==> src/rtl/expression_solver.sv <==
// Multi-cycle unsigned quadratic solver: result = A*X*X + B*X + C over one shared 16x16 multiplier.
// Optional macro ES_DONE_HOLD_EN keeps completed high until the next launch instead of a one-cycle pulse.
module expression_solver (
  input  logic        clk,
  input  logic        rst,
  input  logic        start,
  input  logic [7:0]  X,
  input  logic [15:0] A,
  input  logic [15:0] B,
  input  logic [15:0] C,
  output logic [15:0] result,
  output logic        zero,
  output logic        overflow,
  output logic        completed
);

  typedef enum logic [2:0] {
    IDLE = 3'd0,
    SQ   = 3'd1,
    MA   = 3'd2,
    MB   = 3'd3,
    ADD1 = 3'd4,
    ADD2 = 3'd5,
    DONE = 3'd6
  } state_t;

  state_t      state, state_next;
  logic [15:0] x_r, a_r, b_r, c_r;
  logic [15:0] p, q;
  logic        ovf;
  logic [15:0] mul_a, mul_b;
  logic [15:0] add_a, add_b;
  logic [31:0] prod;
  logic [16:0] sum;

  // Operand steering for the single multiplier and single adder.
  always_comb begin
    state_next = state;
    mul_a      = x_r;
    mul_b      = x_r;
    add_a      = p;
    add_b      = q;
    case (state)
      IDLE: if (start) state_next = SQ;
      SQ:   state_next = MA;
      MA: begin
        mul_a      = a_r;
        mul_b      = p;
        state_next = MB;
      end
      MB: begin
        mul_a      = b_r;
        mul_b      = x_r;
        state_next = ADD1;
      end
      ADD1: state_next = ADD2;
      ADD2: begin
        add_b      = c_r;
        state_next = DONE;
      end
      DONE:    state_next = IDLE;
      default: state_next = IDLE;
    endcase
  end

  assign prod = {16'd0, mul_a} * {16'd0, mul_b};
  assign sum  = {1'b0, add_a} + {1'b0, add_b};

  always_ff @(posedge clk or posedge rst) begin
    if (rst) state <= IDLE;
    else     state <= state_next;
  end

  always_ff @(posedge clk or posedge rst) begin
    if (rst) begin
      x_r      <= 16'd0;
      a_r      <= 16'd0;
      b_r      <= 16'd0;
      c_r      <= 16'd0;
      p        <= 16'd0;
      q        <= 16'd0;
      ovf      <= 1'b0;
      result   <= 16'd0;
      zero     <= 1'b0;
      overflow <= 1'b0;
    end else begin
      case (state)
        IDLE: if (start) begin
          x_r <= {8'd0, X};
          a_r <= A;
          b_r <= B;
          c_r <= C;
          ovf <= 1'b0;
        end
        SQ: p <= prod[15:0];
        MA: begin
          p   <= prod[15:0];
          ovf <= ovf | (|prod[31:16]);
        end
        MB: begin
          q   <= prod[15:0];
          ovf <= ovf | (|prod[31:16]);
        end
        ADD1: begin
          p   <= sum[15:0];
          ovf <= ovf | sum[16];
        end
        ADD2: begin
          result   <= sum[15:0];
          overflow <= ovf | sum[16];
          zero     <= (sum[15:0] == 16'd0);
        end
        default: ;
      endcase
    end
  end

`ifdef ES_DONE_HOLD_EN
  // Sticky flag: set on entry to DONE, cleared only by the next accepted launch.
  always_ff @(posedge clk or posedge rst) begin
    if (rst)                         completed <= 1'b0;
    else if (state == ADD2)          completed <= 1'b1;
    else if (state == IDLE && start) completed <= 1'b0;
  end
`else
  always_ff @(posedge clk or posedge rst) begin
    if (rst) completed <= 1'b0;
    else     completed <= (state_next == DONE);
  end
`endif

endmodule

==> config.mk <==
export PLATFORM = sky130hd
export DESIGN_NAME = expression_solver
export DESIGN_NICKNAME = d
export VERILOG_FILES = /design/src/rtl/expression_solver.sv
export SDC_FILE = /design/constraint.sdc
export NUM_CORES = 1
export LEC_CHECK = 0
export CAP_MARGIN = 20
export CORE_MARGIN = 2
export CORE_UTILIZATION = 30
export CTS_CLUSTER_SIZE = 24
export DETAILED_ROUTE_END_ITERATION = 10
export GPL_TIMING_DRIVEN = 0
export PLACE_DENSITY = 0.47
export SLEW_MARGIN = 5
export SYNTH_ARGS = -nofsm -noshare
export SYNTH_HDL_FRONTEND = slang
export SYNTH_SLANG_ARGS = --single-unit
==> constraint.sdc <==
create_clock -name clk -period 13.4 [get_ports clk]
set_input_delay 2.01 -clock clk [delete_from_list [all_inputs] [get_ports clk]]
set_output_delay 2.01 -clock clk [all_outputs]
set_load 0.01 [all_outputs]
==> run metrics <==
FMAX roughly 100 MHz; initial standard-cell utilization of the core a little under a third; Die H 221.5 um; global-route wire length before repair between 70000 and 80000 um; layer carrying the most global-route usage met2; Post-Syn Area between 10000 and 15000 um2; DIE WIDTH approximately 220 um; average via count per standard cell slightly below 5; GRT Resource Usage Total a little under a fifth; number of distinct library cells after synthesis 67; CP Capture Type flip-flop; most used flip-flop cell after synthesis dfrtp_1; number of nets in the layout 2039; number of buffers and inverters on the critical path 7; hold-fix buffer count after cts 0; worst setup path class flip-flop to flip-flop; number of fillers in the final layout 4898; number of placement rows approximately 80; failing checks DRC; worst-skew pair later-pin latency a little under 400 ps; Detail Route Antenna Nets 0; routed length per instance around 19 um; EDFF count, synth 0; sum of negative setup slack 0 ps; Finish-stage setup viols 0; post-synth net total between 1500 and 2000; minimum period implied by the final worst setup slack roughly 10000 ps; Synth Area per Inst ~9.0 um2; fraction of met3 tracks used by global routing 2.425%; outcome finished, violations left; family of cells with the greatest summed delay on the critical path adder cells; CP Data Required Time ~14000 ps; met1 GRT Util around 28%; max_cap viols 0; launching element type of the critical path flip-flop; post-CTS setup buffer count 0; GR met2 Demand/Resource just under 30%; Max Slew Vio Count 0; last weighted congestion value of the routability-driven placer approximately 0.89; total count of hold-check failures in the final report 0; Initial DRC Count between 800 and 900; largest net degree at the start of global routing between 60 and 70; master of the slowest instance on the critical path a211oi_1; post-synthesis to final-layout area growth 13.49%; Setup Skew 21.15 ps; CTS Root Buffer Type clkbuf_16; initial antenna violation count 0; asr flop ratio synth 100.0%; length of the first detailed-routing pass in iterations 8; clk slew on worst S/H paths 80 ps; Hold Slack between 400 and 500 ps; wire length after detailed routing between 40000 and 50000 um; Post-Syn Instances between 1500 and 2000; IO buf count between 70 and 80; H-Tree Depth 3; number of clock buffers inserted by TritonCTS 9; crit-path max cell delay ~880 ps; via count of the first global-routing pass between 10000 and 15000; share of post-route cells with drive strength above 1 under 10%; kind of path behind the tightest hold check flip-flop to flip-flop; diode count 0; detailed placer's ending HPWL approximately 36000 um; number of clock sinks seen by CTS between 100 and 150; Yosys reg bits 111; total I/O pin count approximately 80; CTS tree yes; routed vias around 11000; sequential-to-total area share from yosys stat between 10% and 20%; Tcrit/Tclk final 74.85%; critical path fanouts, max 10; Die Footprint roughly 49000 um2; remaining global-route overflow 0; CTS Buffer Depth 2; post-cts gate resize count 0; remaining design rule violation count 2; Most Frequent Cell on Critical Path fa_1; core footprint ~47000 um2; worst slew pin tran ~1000 ps; setup repair after global routing missed its margin no; yosys synthesis warning count 0; CP arrival roughly 10000 ps; worst slew slack as a fraction of its limit 28.01%
routing by layer:
metal	vias up	share of wire, %
met5	-	0
met3	32	4.8
li1	5235	-
met1	5669	49
met4	0	2.0
met2	293	44
final timing paths:
path | cells past startpoint | endpoint | slack, ps | startpoint
hold / removal | 2 | result[0] | 480 | result[0]
min in group asynchronous | 2 | result[14] | 2020 | rst
max in group asynchronous | 3 | add_a[1] | 10680 | rst
setup reg to reg | 26 | ovf | 3370 | state[0]
hold reg to reg | 2 | result[0] | 480 | result[0]
setup / recovery | 26 | ovf | 3370 | state[0]
synth_stat cells, types with 8 or more instances:
library cell	instances	area [um2]
mux2i_1	23	230.2
o21ai_1	37	185.2
nor3_1	12	60.06
ha_1	120	1501
nand3_1	12	60.06
nor2_1	156	585.6
o21ai_0	28	140.1
dfrtp_1	111	2778
or3_1	8	50.05
nand4_1	9	56.30
and2_1	22	137.6
a21o_1	20	150.1
fa_1	195	3904
inv_1	226	848.3
a211oi_1	8	60.06
nand2_1	258	968.4
mux2_2	21	236.5
mux2_1	61	686.9
a21oi_1	42	210.2
xor2_1	15	131.4
nand2b_1	10	62.56
o21a_1	9	67.56
xnor2_1	13	113.9
clkbuf_1	64	240.2
layout by cell type, fill, tap and decap left out, types with 4 or more instances in the layout:
cell type	synthesis	layout
o21ai_0	28	28
o31a_1	5	5
mux2_2	21	21
a21oi_1	42	42
xor2_1	15	15
clkbuf_1	64	64
nand2_1	258	258
ha_1	120	120
nor2_1	156	156
and3_1	4	4
xnor2_1	13	13
nor2b_1	5	5
o21a_1	9	9
nand2b_1	10	10
o211ai_1	4	4
fa_1	195	195
mux2_1	61	61
dfrtp_1	111	111
o2111ai_1	4	4
or3_1	8	8
nor3_1	12	12
a211oi_1	8	8
nand3_1	12	12
inv_1	226	225
a2111oi_0	5	4
nand4_1	9	9
clkbuf_16	0	9
o21ai_1	37	37
and2_1	22	22
a31oi_1	4	4
a21o_1	20	20
mux2i_1	23	23
clkdlybuf4s50_1	0	77
per-stage QoR:
step / instance area, um2 / setup slack (ps) / utilization (%) / instances
after floorplan: 14190 / 6116 / - / 1572
after global placement: 15720 / 2524 / 33.70 / 2256
after detailed placement: 15770 / 3435 / 33.80 / 2259
after CTS: 16090 / 3383 / 34.49 / 2275
after global routing: 16110 / 2802 / 34.53 / 2277
final: 16110 / 3370 / 34.53 / 2277
sequential cells by signal, summed over array words and instances (netlist names), 3 cells and up:
register  count
state         3
add_a        16
result       16
a_r          16
b_r          16
x_r           8
c_r          16
q            16
cell type report:
| type | count | area (um2) | area share (%) |
|---|---|---|---|
| multi-input cells | 1165 | 10300 | 63.97 |
| plain buffers | 67 | 252.7 | 1.569 |
| repair buffers | 82 | 823.3 | 5.111 |
| well taps | 607 | 759.5 | 4.715 |
| clock inverters | 7 | 100.1 | 0.6214 |
| clock buffers | 9 | 225.2 | 1.398 |
| inverters | 229 | 864.6 | 5.367 |
| flip-flops and latches | 111 | 2778 | 17.24 |
cells by family (layout without fill, tap and decap cells):
logic type	Yosys count	count (layout)	synth area share (%)
AOI/OAI and AO/OA	203	203	9.371
xor gates and xnor gates	28	28	1.728
adders and majority gates	315	315	38.08
buffers and inverters	296	394	7.837
DFF	111	111	19.57
muxes	105	105	8.128
and+or+nand+nor	514	514	15.29
worst reg2reg max path, stage by stage (launching register included):
cell and delay, ps:
dfrtp_1 350, clkbuf_1 450, clkbuf_1 590, mux2i_1 330, o21ai_1 710, clkbuf_1 620, nand2_1 180, fa_1 520
fa_1 490, inv_1 50, fa_1 490, inv_1 50, fa_1 550, fa_1 440, fa_1 500, inv_1 60
ha_1 420, a21oi_1 220, nand2_1 220, a211oi_1 880, o21ai_0 290, xnor2_1 180, nor4_1 410, o2111ai_1 210
a2111oi_1 340, buf_2 240, o22ai_1 80
Power is left out: the tool's default activity adds up to more than one toggle a clock period on the data nets, which glitch-free logic cannot reach.
